$ cat config.mk
export PLATFORM = sky130hd
export DESIGN_NAME = wb_port_arbiter
export DESIGN_NICKNAME = d
export VERILOG_FILES = /design/src/rtl/wb_port_arbiter.sv
export SDC_FILE = /design/constraint.sdc
export NUM_CORES = 1
export LEC_CHECK = 0
export CAP_MARGIN = 10
export CORE_UTILIZATION = 38
export CTS_CLUSTER_DIAMETER = 30
export CTS_CLUSTER_SIZE = 12
export DETAILED_ROUTE_END_ITERATION = 16
export GPL_ROUTABILITY_DRIVEN = 1
export PLACE_DENSITY = 0.57
export SLEW_MARGIN = 5
export SYNTH_ARGS = -nofsm -noshare
export SYNTH_HDL_FRONTEND = slang
export SYNTH_SLANG_ARGS = --single-unit
$ cat constraint.sdc
create_clock -name clk -period 6.09 [get_ports clk]
set_input_delay 0.609 -clock clk [delete_from_list [all_inputs] [get_ports clk]]
set_output_delay 0.609 -clock clk [all_outputs]
set_load 0.05 [all_outputs]
$ cat src/rtl/wb_port_arbiter.sv
// Register-file write-port arbiter: pipeline writeback (A) has priority over a
// FIFO of long-latency results (B); a starvation counter forces B through.
module wb_port_arbiter #(
  parameter int unsigned DEPTH        = 4,
  parameter int unsigned STARVE_LIMIT = 8
) (
  input  logic        clk,
  input  logic        reset,
  input  logic        a_valid,
  output logic        a_ready,
  input  logic [4:0]  a_rd,
  input  logic [31:0] a_data,
  input  logic        b_valid,
  output logic        b_ready,
  input  logic [4:0]  b_rd,
  input  logic [31:0] b_data,
  input  logic [4:0]  chk_rs1,
  input  logic [4:0]  chk_rs2,
  output logic        rs1_busy,
  output logic        rs2_busy,
  output logic        write_enable,
  output logic [4:0]  addr_rd,
  output logic [31:0] data_rd
);

  localparam int unsigned PW = $clog2(DEPTH);
  localparam int unsigned CW = PW + 1;
  localparam int unsigned SW = $clog2(STARVE_LIMIT + 1);

  logic [4:0]    rd_q   [DEPTH];
  logic [31:0]   data_q [DEPTH];
  logic [PW-1:0] wr_ptr;
  logic [PW-1:0] rd_ptr;
  logic [CW-1:0] count;
  logic [SW-1:0] starve_cnt;

  logic fifo_nonempty;
  logic fifo_full;
  logic force_b;
  logic grant_a;
  logic pop;
  logic push;

  always_comb begin
    fifo_nonempty = (count != '0);
    fifo_full     = (count == CW'(DEPTH));
    force_b       = fifo_nonempty && (starve_cnt == SW'(STARVE_LIMIT));
    a_ready       = !reset && !force_b;
    b_ready       = !reset && !fifo_full;
    grant_a       = a_valid && a_ready;
    pop           = !reset && !grant_a && fifo_nonempty;
    push          = b_valid && b_ready;
  end

  // Busy lookup scans only the occupied slots, walking forward from the head.
  always_comb begin
    logic [PW-1:0] idx;
    logic          hit1;
    logic          hit2;
    hit1 = 1'b0;
    hit2 = 1'b0;
    idx  = '0;
    for (int unsigned i = 0; i < DEPTH; i++) begin
      idx = rd_ptr + i[PW-1:0];
      if (i < 32'(count)) begin
        if (rd_q[idx] == chk_rs1) hit1 = 1'b1;
        if (rd_q[idx] == chk_rs2) hit2 = 1'b1;
      end
    end
    if (write_enable && addr_rd == chk_rs1) hit1 = 1'b1;
    if (write_enable && addr_rd == chk_rs2) hit2 = 1'b1;
    rs1_busy = !reset && (chk_rs1 != '0) && hit1;
    rs2_busy = !reset && (chk_rs2 != '0) && hit2;
  end

  always_ff @(posedge clk) begin
    if (reset) begin
      wr_ptr       <= '0;
      rd_ptr       <= '0;
      count        <= '0;
      starve_cnt   <= '0;
      write_enable <= 1'b0;
      addr_rd      <= '0;
      data_rd      <= '0;
    end else begin
      if (push) begin
        rd_q[wr_ptr]   <= b_rd;
        data_q[wr_ptr] <= b_data;
        wr_ptr         <= wr_ptr + 1'b1;
      end
      if (pop) rd_ptr <= rd_ptr + 1'b1;
      count <= count + CW'(push) - CW'(pop);

      if (grant_a) begin
        write_enable <= (a_rd != '0);
        addr_rd      <= a_rd;
        data_rd      <= a_data;
      end else if (pop) begin
        write_enable <= (rd_q[rd_ptr] != '0);
        addr_rd      <= rd_q[rd_ptr];
        data_rd      <= data_q[rd_ptr];
      end else begin
        write_enable <= 1'b0;
      end

      // Counts only A wins that left a queued B entry waiting.
      if (pop || !fifo_nonempty)
        starve_cnt <= '0;
      else if (grant_a && starve_cnt != SW'(STARVE_LIMIT))
        starve_cnt <= starve_cnt + 1'b1;
    end
  end

endmodule

==> results of run 1 <==
[per-stage QoR]
step	worst slack [ps]	hold slack, ps	cell area (sq um)	total power, mW	util [%]
6_report	1500	558.6	10860	3.670	47.96
5_1_grt	1271	580.6	10860	3.838	47.96
4_1_cts	1487	560.9	10860	3.715	47.96
3_5_place_dp	1948	539.4	10260	2.594	45.32
3_3_place_gp	2010	496.7	10260	2.577	45.32
2_1_floorplan	2993	479.4	8777	2.325	-
[metal layers]
layer / part of all wire (%) / track usage, %
met4: 1.5 / 5.857
met2: 51 / 28.23
met5: 0 / 0
met3: 3.6 / 2.931
met1: 44 / 20.88
[cell families after synthesis]
kind of cell,count (synthesis)
buf+inv,53
mux,102
compound gates,52
xor+xnor,56
simple gates,92
fa+ha+maj,11
flops,199
[Yosys cell counts, types with 2 or more instances]
library cell                 n
sky130_fd_sc_hd__a211oi_1   37
sky130_fd_sc_hd__a21oi_1     3
sky130_fd_sc_hd__a31oi_1     2
sky130_fd_sc_hd__and3_1      6
sky130_fd_sc_hd__buf_2      14
sky130_fd_sc_hd__buf_4       2
sky130_fd_sc_hd__clkbuf_1   21
sky130_fd_sc_hd__dfxtp_1    51
sky130_fd_sc_hd__edfxtp_1  148
sky130_fd_sc_hd__ha_1       10
sky130_fd_sc_hd__inv_1      13
sky130_fd_sc_hd__mux2_2      7
sky130_fd_sc_hd__mux2i_1    48
sky130_fd_sc_hd__mux4_1      2
sky130_fd_sc_hd__mux4_2     44
sky130_fd_sc_hd__nand2_1     8
sky130_fd_sc_hd__nand3_1     7
sky130_fd_sc_hd__nand4_1     4
sky130_fd_sc_hd__nor2_1     49
sky130_fd_sc_hd__nor2b_1     3
sky130_fd_sc_hd__nor3_1      4
sky130_fd_sc_hd__nor4_1      5
sky130_fd_sc_hd__o31ai_1     2
sky130_fd_sc_hd__or4_1       4
sky130_fd_sc_hd__xnor2_1    21
sky130_fd_sc_hd__xor2_1     35
[critical path: stages, from the launching register on]
cell and delay (ps):
sky130_fd_sc_hd__dfxtp_1 1070, sky130_fd_sc_hd__mux4_1 720, sky130_fd_sc_hd__xor2_1 170, sky130_fd_sc_hd__nor4_1 290, sky130_fd_sc_hd__and3_1 200, sky130_fd_sc_hd__nor3_1 50, sky130_fd_sc_hd__a31oi_1 230, sky130_fd_sc_hd__clkdlybuf4s50_1 840
[layout by cell type (no fill, tap or decap), types with 2 or more instances in the layout]
cell                              count
sky130_fd_sc_hd__nand4_1              4
sky130_fd_sc_hd__clkinv_4             2
sky130_fd_sc_hd__xnor2_1             21
sky130_fd_sc_hd__nand3_1              7
sky130_fd_sc_hd__a211oi_1            37
sky130_fd_sc_hd__nor2_1              49
sky130_fd_sc_hd__mux2i_1             48
sky130_fd_sc_hd__edfxtp_1           148
sky130_fd_sc_hd__nor3_1               4
sky130_fd_sc_hd__a21oi_1              3
sky130_fd_sc_hd__dfxtp_2              2
sky130_fd_sc_hd__and3_2               4
sky130_fd_sc_hd__clkbuf_16           18
sky130_fd_sc_hd__and3_1               2
sky130_fd_sc_hd__ha_1                10
sky130_fd_sc_hd__mux2_2               7
sky130_fd_sc_hd__inv_1               13
sky130_fd_sc_hd__clkinv_2             2
sky130_fd_sc_hd__dfxtp_1             49
sky130_fd_sc_hd__mux4_2              44
sky130_fd_sc_hd__nor4_1               5
sky130_fd_sc_hd__inv_6                4
sky130_fd_sc_hd__a31oi_1              2
sky130_fd_sc_hd__or4_1                4
sky130_fd_sc_hd__buf_4                3
sky130_fd_sc_hd__mux4_1               2
sky130_fd_sc_hd__nor2b_1              3
sky130_fd_sc_hd__xor2_1              35
sky130_fd_sc_hd__nand2_1              7
sky130_fd_sc_hd__clkdlybuf4s50_1    128
sky130_fd_sc_hd__o31ai_1              2
[registers in the layout (all words and copies together), names as in the netlist, named ones only]
signal        count
wr_ptr            2
rd_ptr            2
rd_q             20
count             3
write_enable      1
addr_rd           5
data_rd          32
data_q          128
starve_cnt        4
[area by class of cell]
| class | count | area (sq um) | area share (%) |
|---|---|---|---|
| Timing Repair Buffer | 132 | 1309 | 12.05 |
| Clock inverter | 13 | 133.9 | 1.233 |
| Sequential cell | 199 | 5468 | 50.35 |
| Inverter | 13 | 48.80 | 0.4494 |
| Multi-Input combinational cell | 313 | 3079 | 28.36 |
| Tap cell | 285 | 356.6 | 3.284 |
| Clock buffer | 19 | 464.2 | 4.275 |
[worst paths after layout]
check | start | to | slack (ps)
worst max-delay path | rd_ptr[0] | rs2_busy | 1500
worst min-delay path | data_rd[4] | data_rd[4] | 560
worst max register to register | starve_cnt[0] | count[1] | 3170
worst min register to register | data_rd[4] | data_rd[4] | 560
[where the power goes]
part	leakage, nW	internal, mW	switching, mW
registers	1.76	1.56	0.0937
logic	1.46	0.429	0.469
clock network	0.295	0.612	0.510
total	3.52	2.60	1.07
==> impl_results.html, run 1 <==
<table>
<tr><th>Metric</th><th>Value</th></tr>
<tr><th colspan="2">Setup path</th></tr>
<tr><td>Highest fanout seen on the critical path</td><td>22</td></tr>
<tr><td>CP endpoint kind</td><td>output port</td></tr>
<tr><td>Data arrival time of the critical path</td><td>about 4000 ps</td></tr>
<tr><td>Required time worst endpoint</td><td>5480 ps</td></tr>
<tr><td>Setup Crit Path Kind</td><td>reg2out</td></tr>
<tr><td>Crit path launch type</td><td>flip-flop</td></tr>
<tr><td>Worst R2R Path Depth</td><td>10</td></tr>
<tr><th colspan="2">Power and ir drop</th></tr>
<tr><td>Static power due to leakage</td><td>between 3 and 4 nW</td></tr>
<tr><td>Maximum vdd ir drop</td><td>0.1866 mV</td></tr>
<tr><td>PwrDens</td><td>between 300 and 400 nW/um^2</td></tr>
<tr><th colspan="2">Clock tree</th></tr>
<tr><td>Hold buffers post-CTS</td><td>0</td></tr>
<tr><td>Count of cells resized by post-cts repair</td><td>0</td></tr>
<tr><td>CTS sink count</td><td>199</td></tr>
<tr><td>Clock latency reported for the late side of the worst-skew pair</td><td>430 ps</td></tr>
<tr><td>Post CTS Setup Buffer Count</td><td>0</td></tr>
<tr><td>CTS buffer count</td><td>17</td></tr>
<tr><td>Clock transition time at the flip-flop clock pins of the worst setup and hold paths</td><td>roughly 70 ps</td></tr>
<tr><td>CTS Buffer Depth</td><td>2</td></tr>
<tr><td>CTS tree</td><td>done</td></tr>
<tr><td>Clock Tree Root</td><td>sky130_fd_sc_hd__clkbuf_16</td></tr>
<tr><td>Clock H-tree levels</td><td>4</td></tr>
<tr><th colspan="2">Timing</th></tr>
<tr><td>Setup repair after global routing missed its margin</td><td>false</td></tr>
<tr><td>Upper clock frequency limit</td><td>217.9 MHz</td></tr>
<tr><td>Final hold vios</td><td>0</td></tr>
<tr><td>Clk_skew</td><td>about 13 ps</td></tr>
<tr><td>Clock period minus final worst setup slack</td><td>about 4600 ps</td></tr>
<tr><td>Headroom to the max-slew limit</td><td>approximately a quarter</td></tr>
<tr><td>Fin Setup TNS</td><td>0 ps</td></tr>
<tr><td>Final Max Slew Viols</td><td>0</td></tr>
<tr><td>Transition time of the tightest slew-check pin</td><td>1127 ps</td></tr>
<tr><td>Final worst path period share</td><td>75.36%</td></tr>
<tr><td>Number of failing setup endpoints in the final timing report</td><td>0</td></tr>
<tr><th colspan="2">Final layout</th></tr>
<tr><td>Share of cells above drive strength 1</td><td>13.93%</td></tr>
<tr><td>Layout overhead on the synthesized area</td><td>23.72%</td></tr>
<tr><td>Filler instances</td><td>around 2000</td></tr>
<tr><td>Cell Count, Final, Fillers Out</td><td>974</td></tr>
<tr><td>Antenna Diode Count</td><td>0</td></tr>
<tr><td>Layout Nets</td><td>about 780</td></tr>
<tr><th colspan="2">Routing</th></tr>
<tr><td>Residual DRC</td><td>0</td></tr>
<tr><td>Number of vias per cell after detailed routing</td><td>roughly 5.2</td></tr>
<tr><td>Routed length per placed instance</td><td>19.14 um</td></tr>
<tr><td>Antenna Nets Post-Route</td><td>0</td></tr>
<tr><td>Drt pass-1 iters</td><td>6</td></tr>
<tr><td>Vias</td><td>a little over 5000</td></tr>
<tr><td>Starting DRC count in detailed routing</td><td>268</td></tr>
<tr><td>Total detailed-routing wirelength</td><td>18.64 mm</td></tr>
<tr><th colspan="2">Global route</th></tr>
<tr><td>Wire length of the first global-routing pass</td><td>29.71 mm</td></tr>
<tr><td>Vias in the first global route</td><td>roughly 5400</td></tr>
<tr><td>All-layer global routing usage</td><td>between 10% and 20%</td></tr>
<tr><td>Largest net degree at the start of global routing</td><td>75</td></tr>
<tr><td>Initial antenna violation count</td><td>1</td></tr>
<tr><td>Sum of overflow across all layers after global routing</td><td>0</td></tr>
<tr><th colspan="2">Outcome</th></tr>
<tr><td>Result of the run</td><td>finished clean</td></tr>
<tr><th colspan="2">Floorplanning</th></tr>
<tr><td>Y dimension of the die</td><td>about 150 um</td></tr>
<tr><td>Die footprint</td><td>23710 sq um</td></tr>
<tr><td>Top-Level Pins</td><td>130</td></tr>
<tr><td>Core Rows</td><td>55</td></tr>
<tr><td>Die outline width</td><td>about 150 um</td></tr>
<tr><td>Starting Density</td><td>around 39%</td></tr>
<tr><td>Standard cell core area</td><td>around 23000 sq um</td></tr>
<tr><th colspan="2">Worst hold path</th></tr>
<tr><td>Hold-critical path depth</td><td>2</td></tr>
<tr><td>Tightest Hold Check Type</td><td>reg2reg</td></tr>
<tr><th colspan="2">Synth</th></tr>
<tr><td>Number of distinct library cells after synthesis</td><td>between 40 and 50</td></tr>
<tr><td>Dominant combinational cell family by area after synthesis</td><td>multiplexers</td></tr>
<tr><td>Cell area after synthesis</td><td>around 8800 sq um</td></tr>
<tr><td>Mapped Avg Cell Area</td><td>around 16 sq um</td></tr>
<tr><td>Share of the synthesized area in compound gates (AO/OA/AOI/OAI)</td><td>under 10%</td></tr>
<tr><td>Flip-flop cell with the highest count after synthesis</td><td>sky130_fd_sc_hd__edfxtp_1</td></tr>
<tr><td>Area fraction of the dominant cell type after synthesis</td><td>between 50% and 60%</td></tr>
<tr><td>Multiplexer area fraction after synthesis</td><td>18.43%</td></tr>
<tr><td>Count of warnings emitted by yosys</td><td>0</td></tr>
<tr><td>Cell count after synthesis</td><td>~570</td></tr>
<tr><td>Area fraction in and, or, nand and nor cells after synthesis</td><td>4.861%</td></tr>
<tr><td>Number of synthesized flops with an enable pin</td><td>148</td></tr>
<tr><td>Fraction of the mapped netlist area in adder cells</td><td>under 10%</td></tr>
<tr><td>Top cells by area in the synthesized netlist</td><td>sky130_fd_sc_hd__edfxtp_1 51%, sky130_fd_sc_hd__dfxtp_1 12%, sky130_fd_sc_hd__mux4_2 11%</td></tr>
<tr><td>Parity-gate share of the synthesized area counting xor and xnor cells</td><td>~5.6%</td></tr>
<tr><td>Synthesized netlist net count</td><td>around 660</td></tr>
<tr><td>Share of synthesized area occupied by flip-flops and latches</td><td>slightly above 60%</td></tr>
<tr><td>Share of flip-flops with an asynchronous set or reset after synthesis</td><td>0%</td></tr>
<tr><td>Register bit total from synthesis</td><td>between 150 and 200</td></tr>
<tr><td>Cell taking the most area after synthesis</td><td>sky130_fd_sc_hd__edfxtp_1</td></tr>
<tr><th colspan="2">Run</th></tr>
<tr><td>Maxcap violations</td><td>0</td></tr>
<tr><th colspan="2">Placement</th></tr>
<tr><td>DP HPWL</td><td>12.04 mm</td></tr>
<tr><td>Port Buffers</td><td>129</td></tr>
<tr><td>Placer's final routability congestion estimate</td><td>~0.9</td></tr>
<tr><td>DP Cell Count</td><td>approximately 940</td></tr>
</table>
Power figures use the tool's default switching activity.
==> run 2: changes to the inputs <==
Settings changed: PLACE_DENSITY 0.57 to 0.6.
Clock period 6.09 ns to 3.8 ns, I/O delays scaled along.
==> run 2 against run 1 <==
- highest routed layer unchanged
- critical endpoint unchanged
- clock skew barely moved
- die area did not move
- sequential cell count did not move
- via count rose by 1.0%
- design area rose by 0.58%
- count of clock-buffer cells in the layout fell by 1
==> impl_results.html, run 2 (synthesis results as in run 1) <==
<table>
<tr><th>Metric</th><th>Value</th></tr>
<tr><th colspan="2">Floorplanning</th></tr>
<tr><td>Standard cell core area</td><td>~23000 sq um</td></tr>
<tr><td>Y dimension of the die</td><td>about 150 um</td></tr>
<tr><td>Die outline width</td><td>about 150 um</td></tr>
<tr><td>Starting Density</td><td>between 30% and 40%</td></tr>
<tr><td>Top-Level Pins</td><td>between 100 and 150</td></tr>
<tr><td>Core Rows</td><td>55</td></tr>
<tr><td>Die footprint</td><td>around 24000 sq um</td></tr>
<tr><th colspan="2">Setup path</th></tr>
<tr><td>Highest fanout seen on the critical path</td><td>20</td></tr>
<tr><td>Crit path launch type</td><td>flip-flop</td></tr>
<tr><td>Library cell contributing the largest single delay on the critical path</td><td>sky130_fd_sc_hd__dfxtp_1</td></tr>
<tr><td>Critical R2R Capture</td><td>data_rd[3]</td></tr>
<tr><td>Required time worst endpoint</td><td>about 3400 ps</td></tr>
<tr><td>List of cells traversed by the critical path</td><td>mux4_2 -&gt; a221o_1 -&gt; a211oi_1 -&gt; nor3_1 -&gt; a31oi_1 -&gt; buf_4</td></tr>
<tr><td>Slowest Stage Delay on Critical Path</td><td>just over 900 ps</td></tr>
<tr><td>Cell family contributing the most delay on the critical path</td><td>flip-flops</td></tr>
<tr><td>Endpoint of the worst setup timing path</td><td>rs2_busy</td></tr>
<tr><td>Setup Crit Path Kind</td><td>reg2out</td></tr>
<tr><td>Source of the worst register-to-register timing path</td><td>starve_cnt[0]</td></tr>
<tr><td>CP endpoint kind</td><td>output port</td></tr>
<tr><td>Worst setup slack for register-to-register paths</td><td>between 1000 and 1500 ps</td></tr>
<tr><td>Worst setup path startpoint</td><td>rd_ptr[1]</td></tr>
<tr><td>Worst R2R Path Depth</td><td>9</td></tr>
<tr><td>Data arrival time of the critical path</td><td>3080 ps</td></tr>
<tr><td>Buffers plus inverters on the worst setup path</td><td>1</td></tr>
<tr><td>Critical path depth in cells</td><td>6</td></tr>
<tr><th colspan="2">Clock tree</th></tr>
<tr><td>Hold buffers post-CTS</td><td>0</td></tr>
<tr><td>CTS buffer count</td><td>17</td></tr>
<tr><td>Clock latency reported for the late side of the worst-skew pair</td><td>around 430 ps</td></tr>
<tr><td>Clock H-tree levels</td><td>4</td></tr>
<tr><td>CTS tree</td><td>done</td></tr>
<tr><td>Clock Tree Root</td><td>sky130_fd_sc_hd__clkbuf_16</td></tr>
<tr><td>CTS Buffer Depth</td><td>2</td></tr>
<tr><td>Post CTS Setup Buffer Count</td><td>0</td></tr>
<tr><td>Count of cells resized by post-cts repair</td><td>0</td></tr>
<tr><td>CTS sink count</td><td>199</td></tr>
<tr><td>Clock transition time at the flip-flop clock pins of the worst setup and hold paths</td><td>roughly 70 ps</td></tr>
<tr><th colspan="2">Timing</th></tr>
<tr><td>Number of failing setup endpoints in the final timing report</td><td>0</td></tr>
<tr><td>Transition time of the tightest slew-check pin</td><td>around 900 ps</td></tr>
<tr><td>Final hold vios</td><td>0</td></tr>
<tr><td>Upper clock frequency limit</td><td>roughly 290 MHz</td></tr>
<tr><td>Final worst path period share</td><td>between 90 and 100%</td></tr>
<tr><td>Setup repair after global routing missed its margin</td><td>false</td></tr>
<tr><td>Clock period minus final worst setup slack</td><td>about 3500 ps</td></tr>
<tr><td>Clk_skew</td><td>12.75 ps</td></tr>
<tr><td>Fin Setup TNS</td><td>0 ps</td></tr>
<tr><td>Headroom to the max-slew limit</td><td>between 40 and 50%</td></tr>
<tr><td>PnR worst setup slack</td><td>around 340 ps</td></tr>
<tr><td>Final Max Slew Viols</td><td>0</td></tr>
<tr><th colspan="2">Power and ir drop</th></tr>
<tr><td>Combinational power share</td><td>roughly a quarter</td></tr>
<tr><td>Sw Share</td><td>between 20 and 30%</td></tr>
<tr><td>Static power due to leakage</td><td>about 3.6 nW</td></tr>
<tr><td>Internal</td><td>between 4 and 5 mW</td></tr>
<tr><td>Clock group share of total power</td><td>30.6%</td></tr>
<tr><td>PwrDens</td><td>approximately 540 nW/um^2</td></tr>
<tr><td>Psw</td><td>approximately 1.8 mW</td></tr>
<tr><td>Sequential fraction of design power</td><td>44.1%</td></tr>
<tr><td>Maximum vdd ir drop</td><td>~0.3 mV</td></tr>
<tr><th colspan="2">Global route</th></tr>
<tr><td>Wire length of the first global-routing pass</td><td>roughly 31 mm</td></tr>
<tr><td>Initial antenna violation count</td><td>0</td></tr>
<tr><td>Largest net degree at the start of global routing</td><td>between 50 and 60</td></tr>
<tr><td>All-layer global routing usage</td><td>17.10%</td></tr>
<tr><td>Sum of overflow across all layers after global routing</td><td>0</td></tr>
<tr><td>Vias in the first global route</td><td>approximately 5500</td></tr>
<tr><th colspan="2">Run</th></tr>
<tr><td>Maxcap violations</td><td>0</td></tr>
<tr><th colspan="2">Final layout</th></tr>
<tr><td>Most common cell after layout, fill and taps aside</td><td>sky130_fd_sc_hd__edfxtp_1</td></tr>
<tr><td>Max reg flops</td><td>between 100 and 150</td></tr>
<tr><td>Layout Nets</td><td>between 700 and 800</td></tr>
<tr><td>Largest register by flop count</td><td>data_q</td></tr>
<tr><td>Commonest non-fill, non-tap cells in the layout</td><td>148 x sky130_fd_sc_hd__edfxtp_1, 126 x sky130_fd_sc_hd__clkdlybuf4s50_1, 49 x sky130_fd_sc_hd__nor2_1, 49 x sky130_fd_sc_hd__dfxtp_1, 48 x sky130_fd_sc_hd__mux2i_1</td></tr>
<tr><td>Layout overhead on the synthesized area</td><td>24.43%</td></tr>
<tr><td>Biggest regs</td><td>data_q (128), data_rd (32), rd_q (20)</td></tr>
<tr><td>Share of cells above drive strength 1</td><td>between 15 and 20%</td></tr>
<tr><td>Antenna Diode Count</td><td>0</td></tr>
<tr><td>Filler instances</td><td>approximately 1900</td></tr>
<tr><th colspan="2">Outcome</th></tr>
<tr><td>Result of the run</td><td>finished clean</td></tr>
<tr><th colspan="2">Placement</th></tr>
<tr><td>DP HPWL</td><td>between 10 and 15 mm</td></tr>
<tr><td>Port Buffers</td><td>129</td></tr>
<tr><td>Placer's final routability congestion estimate</td><td>about 0.84</td></tr>
<tr><td>Worst Setup Slack post-DPL</td><td>slightly below 800 ps</td></tr>
<tr><th colspan="2">Routing</th></tr>
<tr><td>Number of vias per cell after detailed routing</td><td>around 5.2</td></tr>
<tr><td>Total detailed-routing wirelength</td><td>19.14 mm</td></tr>
<tr><td>Starting DRC count in detailed routing</td><td>between 200 and 300</td></tr>
<tr><td>Routed length per placed instance</td><td>roughly 19 um</td></tr>
<tr><td>Vias</td><td>just over 5000</td></tr>
<tr><td>Antenna Nets Post-Route</td><td>0</td></tr>
<tr><td>Residual DRC</td><td>0</td></tr>
<tr><td>Drt pass-1 iters</td><td>4</td></tr>
<tr><th colspan="2">Worst hold path</th></tr>
<tr><td>Tightest Hold Check Type</td><td>in2reg</td></tr>
</table>
[run 2: cell types whose count changed in the layout (fill, tap and decap cells not counted)]
cell and change:
sky130_fd_sc_hd__clkinv_8 +1, sky130_fd_sc_hd__clkbuf_16 -1, sky130_fd_sc_hd__buf_4 +11, sky130_fd_sc_hd__inv_4 -1, sky130_fd_sc_hd__clkdlybuf4s50_1 -2, sky130_fd_sc_hd__inv_8 +2
sky130_fd_sc_hd__clkinvlp_4 -1
[run 2: per-layer routing]
metal	part of all wire (%)	vias up	GRT usage [%]
met2	52	109	30.48
met1	43	2599	20.86
met4	1.3	0	5.476
li1	-	2422	-
met5	0	-	0
met3	3.7	17	3.213
[run 2: power by group through the flow]
stage          logic (mW)  clock network [mW]  registers, mW
3_3_place_gp         1.50                   0           2.65
3_5_place_dp         1.51                   0           2.65
5_1_grt              1.61                1.93           2.62
2_1_floorplan       0.937                   0           2.79
6_report             1.49                1.81           2.60
4_1_cts              1.52                1.85           2.61
[run 2: cell type report]
cell class                 instances  area, sq um  share of cell area [%]
sequential                       199         5468                   50.06
multi-input combinational        313         3079                   28.19
timing repair buffer             141         1371                   12.56
clock buffer                      18        439.2                   4.021
tap                              285        356.6                   3.265
clock inverter                    14        158.9                   1.455
inverter                          13        48.80                  0.4468
[run 2: how the worst min path moves through the flow]
stage,to,depth (start not counted),start
3_5_place_dp,starve_cnt[3],2,starve_cnt[3]
5_1_grt,data_rd[24],3,a_data[24]
6_report,data_rd[4],3,a_data[4]
3_3_place_gp,starve_cnt[3],2,starve_cnt[3]
4_1_cts,data_rd[23],3,a_data[23]
2_1_floorplan,data_q[0][0],0,b_data[0]
[run 2: metrics by stage]
step | std cells | util (%) | area (sq um) | hold slack, ps | total power [mW]
after floorplan | 565 | - | 8777 | 478.9 | 3.726
after global placement | 951 | 45.60 | 10320 | 496.8 | 4.144
after detailed placement | 951 | 45.60 | 10320 | 538.5 | 4.167
after CTS | 983 | 48.24 | 10920 | 521.3 | 5.975
after global routing | 983 | 48.24 | 10920 | 536.9 | 6.170
final | 983 | 48.24 | 10920 | 533.4 | 5.906
[run 2: worst reg2reg max path, cell delays in order, from the launching register on]
cell                       delay (ps)
sky130_fd_sc_hd__dfxtp_1          340
sky130_fd_sc_hd__inv_1             90
sky130_fd_sc_hd__ha_1             150
sky130_fd_sc_hd__nand2_1           50
sky130_fd_sc_hd__nor2_1           310
sky130_fd_sc_hd__a21oi_1          190
sky130_fd_sc_hd__nand2_2          360
sky130_fd_sc_hd__buf_4            550
sky130_fd_sc_hd__nor2_1           120
sky130_fd_sc_hd__a211oi_1         240
==> run 3: changes to the inputs <==
Settings changed: ABC_CLOCK_PERIOD_IN_PS set to 3800, MAX_ROUTING_LAYER set to met4, SKIP_LAST_GASP set to 1.
==> run 3 against run 2 <==
- sequential cell count unchanged
- clock power grew 5%
- critical endpoint is now rs1_busy
- power increased by 1.7%
- design area up 0.26%
- register-to-register slack got worse by 100 ps
- clock skew decreased by 2.4 ps
- largest cell class unchanged
- worst hold slack better by 2.9 ps
- die area is the same
- first-iteration DRC count shrank 16%
- global-route usage up 0.71 points
- via count hardly changed
- fmax fell by 1.7%
==> impl_results.html, run 3 (synthesis results as in run 1) <==
<table>
<tr><th>Metric</th><th>Value</th></tr>
<tr><th colspan="2">Outcome</th></tr>
<tr><td>Result of the run</td><td>finished clean</td></tr>
<tr><th colspan="2">Routing</th></tr>
<tr><td>Antenna Nets Post-Route</td><td>0</td></tr>
<tr><td>Number of vias per cell after detailed routing</td><td>~5.2</td></tr>
<tr><td>Routed length per placed instance</td><td>around 20 um</td></tr>
<tr><td>Starting DRC count in detailed routing</td><td>225</td></tr>
<tr><td>Vias</td><td>between 5000 and 6000</td></tr>
<tr><td>Drt pass-1 iters</td><td>5</td></tr>
<tr><td>Total detailed-routing wirelength</td><td>19.75 mm</td></tr>
<tr><td>Residual DRC</td><td>0</td></tr>
<tr><th colspan="2">Worst hold path</th></tr>
<tr><td>Tightest Hold Check Type</td><td>in2reg</td></tr>
<tr><th colspan="2">Power and ir drop</th></tr>
<tr><td>PwrDens</td><td>roughly 550 nW/um^2</td></tr>
<tr><td>Power, Total</td><td>between 6 and 7 mW</td></tr>
<tr><td>Static power due to leakage</td><td>roughly 3.6 nW</td></tr>
<tr><td>Maximum vdd ir drop</td><td>0.3098 mV</td></tr>
<tr><th colspan="2">Final layout</th></tr>
<tr><td>Share of cells above drive strength 1</td><td>15.21%</td></tr>
<tr><td>Commonest non-fill, non-tap cells in the layout</td><td>148 x sky130_fd_sc_hd__edfxtp_1, 126 x sky130_fd_sc_hd__clkdlybuf4s50_1, 49 x sky130_fd_sc_hd__nor2_1, 49 x sky130_fd_sc_hd__dfxtp_1, 48 x sky130_fd_sc_hd__mux2i_1</td></tr>
<tr><td>Largest register by flop count</td><td>data_q</td></tr>
<tr><td>Layout Nets</td><td>783</td></tr>
<tr><td>Biggest regs</td><td>data_q (128), data_rd (32), rd_q (20)</td></tr>
<tr><td>Layout overhead on the synthesized area</td><td>24.76%</td></tr>
<tr><td>Max reg flops</td><td>128</td></tr>
<tr><td>Most common cell after layout, fill and taps aside</td><td>sky130_fd_sc_hd__edfxtp_1</td></tr>
<tr><th colspan="2">Timing</th></tr>
<tr><td>Final worst path period share</td><td>92.73%</td></tr>
<tr><td>Setup repair after global routing missed its margin</td><td>false</td></tr>
<tr><td>Final Max Slew Viols</td><td>0</td></tr>
<tr><td>Number of failing setup endpoints in the final timing report</td><td>0</td></tr>
<tr><td>Fin Setup TNS</td><td>0 ps</td></tr>
<tr><td>Clock period minus final worst setup slack</td><td>3524 ps</td></tr>
<tr><td>Headroom to the max-slew limit</td><td>between 30% and 40%</td></tr>
<tr><td>Transition time of the tightest slew-check pin</td><td>between 900 and 1000 ps</td></tr>
<tr><td>Worst slack on hold paths</td><td>between 500 and 600 ps</td></tr>
<tr><td>Upper clock frequency limit</td><td>around 280 MHz</td></tr>
<tr><td>Final hold vios</td><td>0</td></tr>
<tr><td>PnR worst setup slack</td><td>between 200 and 300 ps</td></tr>
<tr><td>Clk_skew</td><td>around 10 ps</td></tr>
<tr><th colspan="2">Placement</th></tr>
<tr><td>Placer's final routability congestion estimate</td><td>between 0.8 and 0.9</td></tr>
<tr><td>Worst Setup Slack post-DPL</td><td>about 760 ps</td></tr>
<tr><td>DP HPWL</td><td>13.21 mm</td></tr>
<tr><td>Port Buffers</td><td>between 100 and 150</td></tr>
<tr><th colspan="2">Global route</th></tr>
<tr><td>Sum of overflow across all layers after global routing</td><td>0</td></tr>
<tr><td>Initial antenna violation count</td><td>1</td></tr>
<tr><td>All-layer global routing usage</td><td>between 10% and 20%</td></tr>
<tr><td>Vias in the first global route</td><td>approximately 5500</td></tr>
<tr><td>Largest net degree at the start of global routing</td><td>57</td></tr>
<tr><td>Wire length of the first global-routing pass</td><td>around 30 mm</td></tr>
<tr><th colspan="2">Setup path</th></tr>
<tr><td>Data arrival time of the critical path</td><td>about 3100 ps</td></tr>
<tr><td>Setup Crit Path Kind</td><td>reg2out</td></tr>
<tr><td>Library cell contributing the largest single delay on the critical path</td><td>sky130_fd_sc_hd__dfxtp_1</td></tr>
<tr><td>CP endpoint kind</td><td>output port</td></tr>
<tr><td>Highest fanout seen on the critical path</td><td>20</td></tr>
<tr><td>Required time worst endpoint</td><td>about 3400 ps</td></tr>
<tr><td>Slowest Stage Delay on Critical Path</td><td>940 ps</td></tr>
<tr><td>List of cells traversed by the critical path</td><td>mux4_2 -&gt; xor2_1 -&gt; nor4_1 -&gt; nand3_1 -&gt; o311ai_1 -&gt; o31a_1 -&gt; buf_4</td></tr>
<tr><td>Crit path launch type</td><td>flip-flop</td></tr>
<tr><th colspan="2">Floorplanning</th></tr>
<tr><td>Core Rows</td><td>between 50 and 60</td></tr>
<tr><td>Y dimension of the die</td><td>between 150 and 200 um</td></tr>
<tr><td>Top-Level Pins</td><td>130</td></tr>
<tr><td>Die footprint</td><td>around 24000 sq um</td></tr>
<tr><td>Die outline width</td><td>154.0 um</td></tr>
<tr><td>Standard cell core area</td><td>about 23000 sq um</td></tr>
<tr><td>Starting Density</td><td>about two fifths</td></tr>
<tr><th colspan="2">Clock tree</th></tr>
<tr><td>Clock Tree Root</td><td>sky130_fd_sc_hd__clkbuf_16</td></tr>
<tr><td>Clock H-tree levels</td><td>4</td></tr>
<tr><td>CTS Buffer Depth</td><td>2</td></tr>
<tr><td>Clock latency reported for the late side of the worst-skew pair</td><td>~440 ps</td></tr>
<tr><td>Count of cells resized by post-cts repair</td><td>0</td></tr>
<tr><td>Clock transition time at the flip-flop clock pins of the worst setup and hold paths</td><td>approximately 80 ps</td></tr>
<tr><td>Post CTS Setup Buffer Count</td><td>0</td></tr>
<tr><td>CTS buffer count</td><td>17</td></tr>
<tr><td>CTS sink count</td><td>roughly 200</td></tr>
<tr><td>Hold buffers post-CTS</td><td>0</td></tr>
<tr><td>CTS tree</td><td>done</td></tr>
<tr><th colspan="2">Run</th></tr>
<tr><td>Maxcap violations</td><td>0</td></tr>
</table>
-- run 3: metal layers --
layer / global-route usage (%) / up-vias / part of all wire [%]
met5: - / - / 0
met3: 3.185 / 22 / 4.1
li1: - / 2418 / -
met1: 21.23 / 2581 / 43
met2: 30.17 / 129 / 52
met4: 6.571 / 0 / 1.3
-- run 3: per-stage QoR --
| step | instance area [sq um] | utilization [%] | std cells |
|---|---|---|---|
| after floorplan | 8777 | - | 565 |
| after global placement | 10320 | 45.57 | 950 |
| after detailed placement | 10320 | 45.57 | 950 |
| after CTS | 10950 | 48.36 | 982 |
| after global routing | 10950 | 48.37 | 983 |
| final | 10950 | 48.37 | 983 |
-- run 3: cell type report --
type	instances	area (sq um)
Fill cell	1915	11690
Inverter	13	48.80
Timing Repair Buffer	140	1364
Clock buffer	17	425.4
Multi-Input combinational cell	313	3079
Sequential cell	199	5468
Antenna cell	1	2.502
Clock inverter	15	206.4
Tap cell	285	356.6
-- run 3: critical path: cells and delay by family (launching register included) --
family	cells	cell delay, ps
XOR/XNOR	1	160
AO/OA/AOI/OAI	2	300
AND/OR/NAND/NOR	2	510
flip-flops	1	940
multiplexers	1	610
buffers and inverters	1	200
-- run 3: path summary, 6_finish.rpt --
path	endpoint	start	slack, ps	cells after the start
max reg2reg	data_rd[1]	starve_cnt[0]	1220	9
min reg2reg	rd_ptr[0]	rd_ptr[0]	550	1
max	rs1_busy	rd_ptr[1]	280	7
min	data_rd[4]	a_data[4]	540	3
-- run 3: power breakdown --
part / internal, mW / leakage, nW / switching (mW)
sequential: 2.49 / 1.76 / 0.100
combinational: 0.699 / 1.51 / 0.816
clock: 0.975 / 0.310 / 0.922
total: 4.17 / 3.58 / 1.84
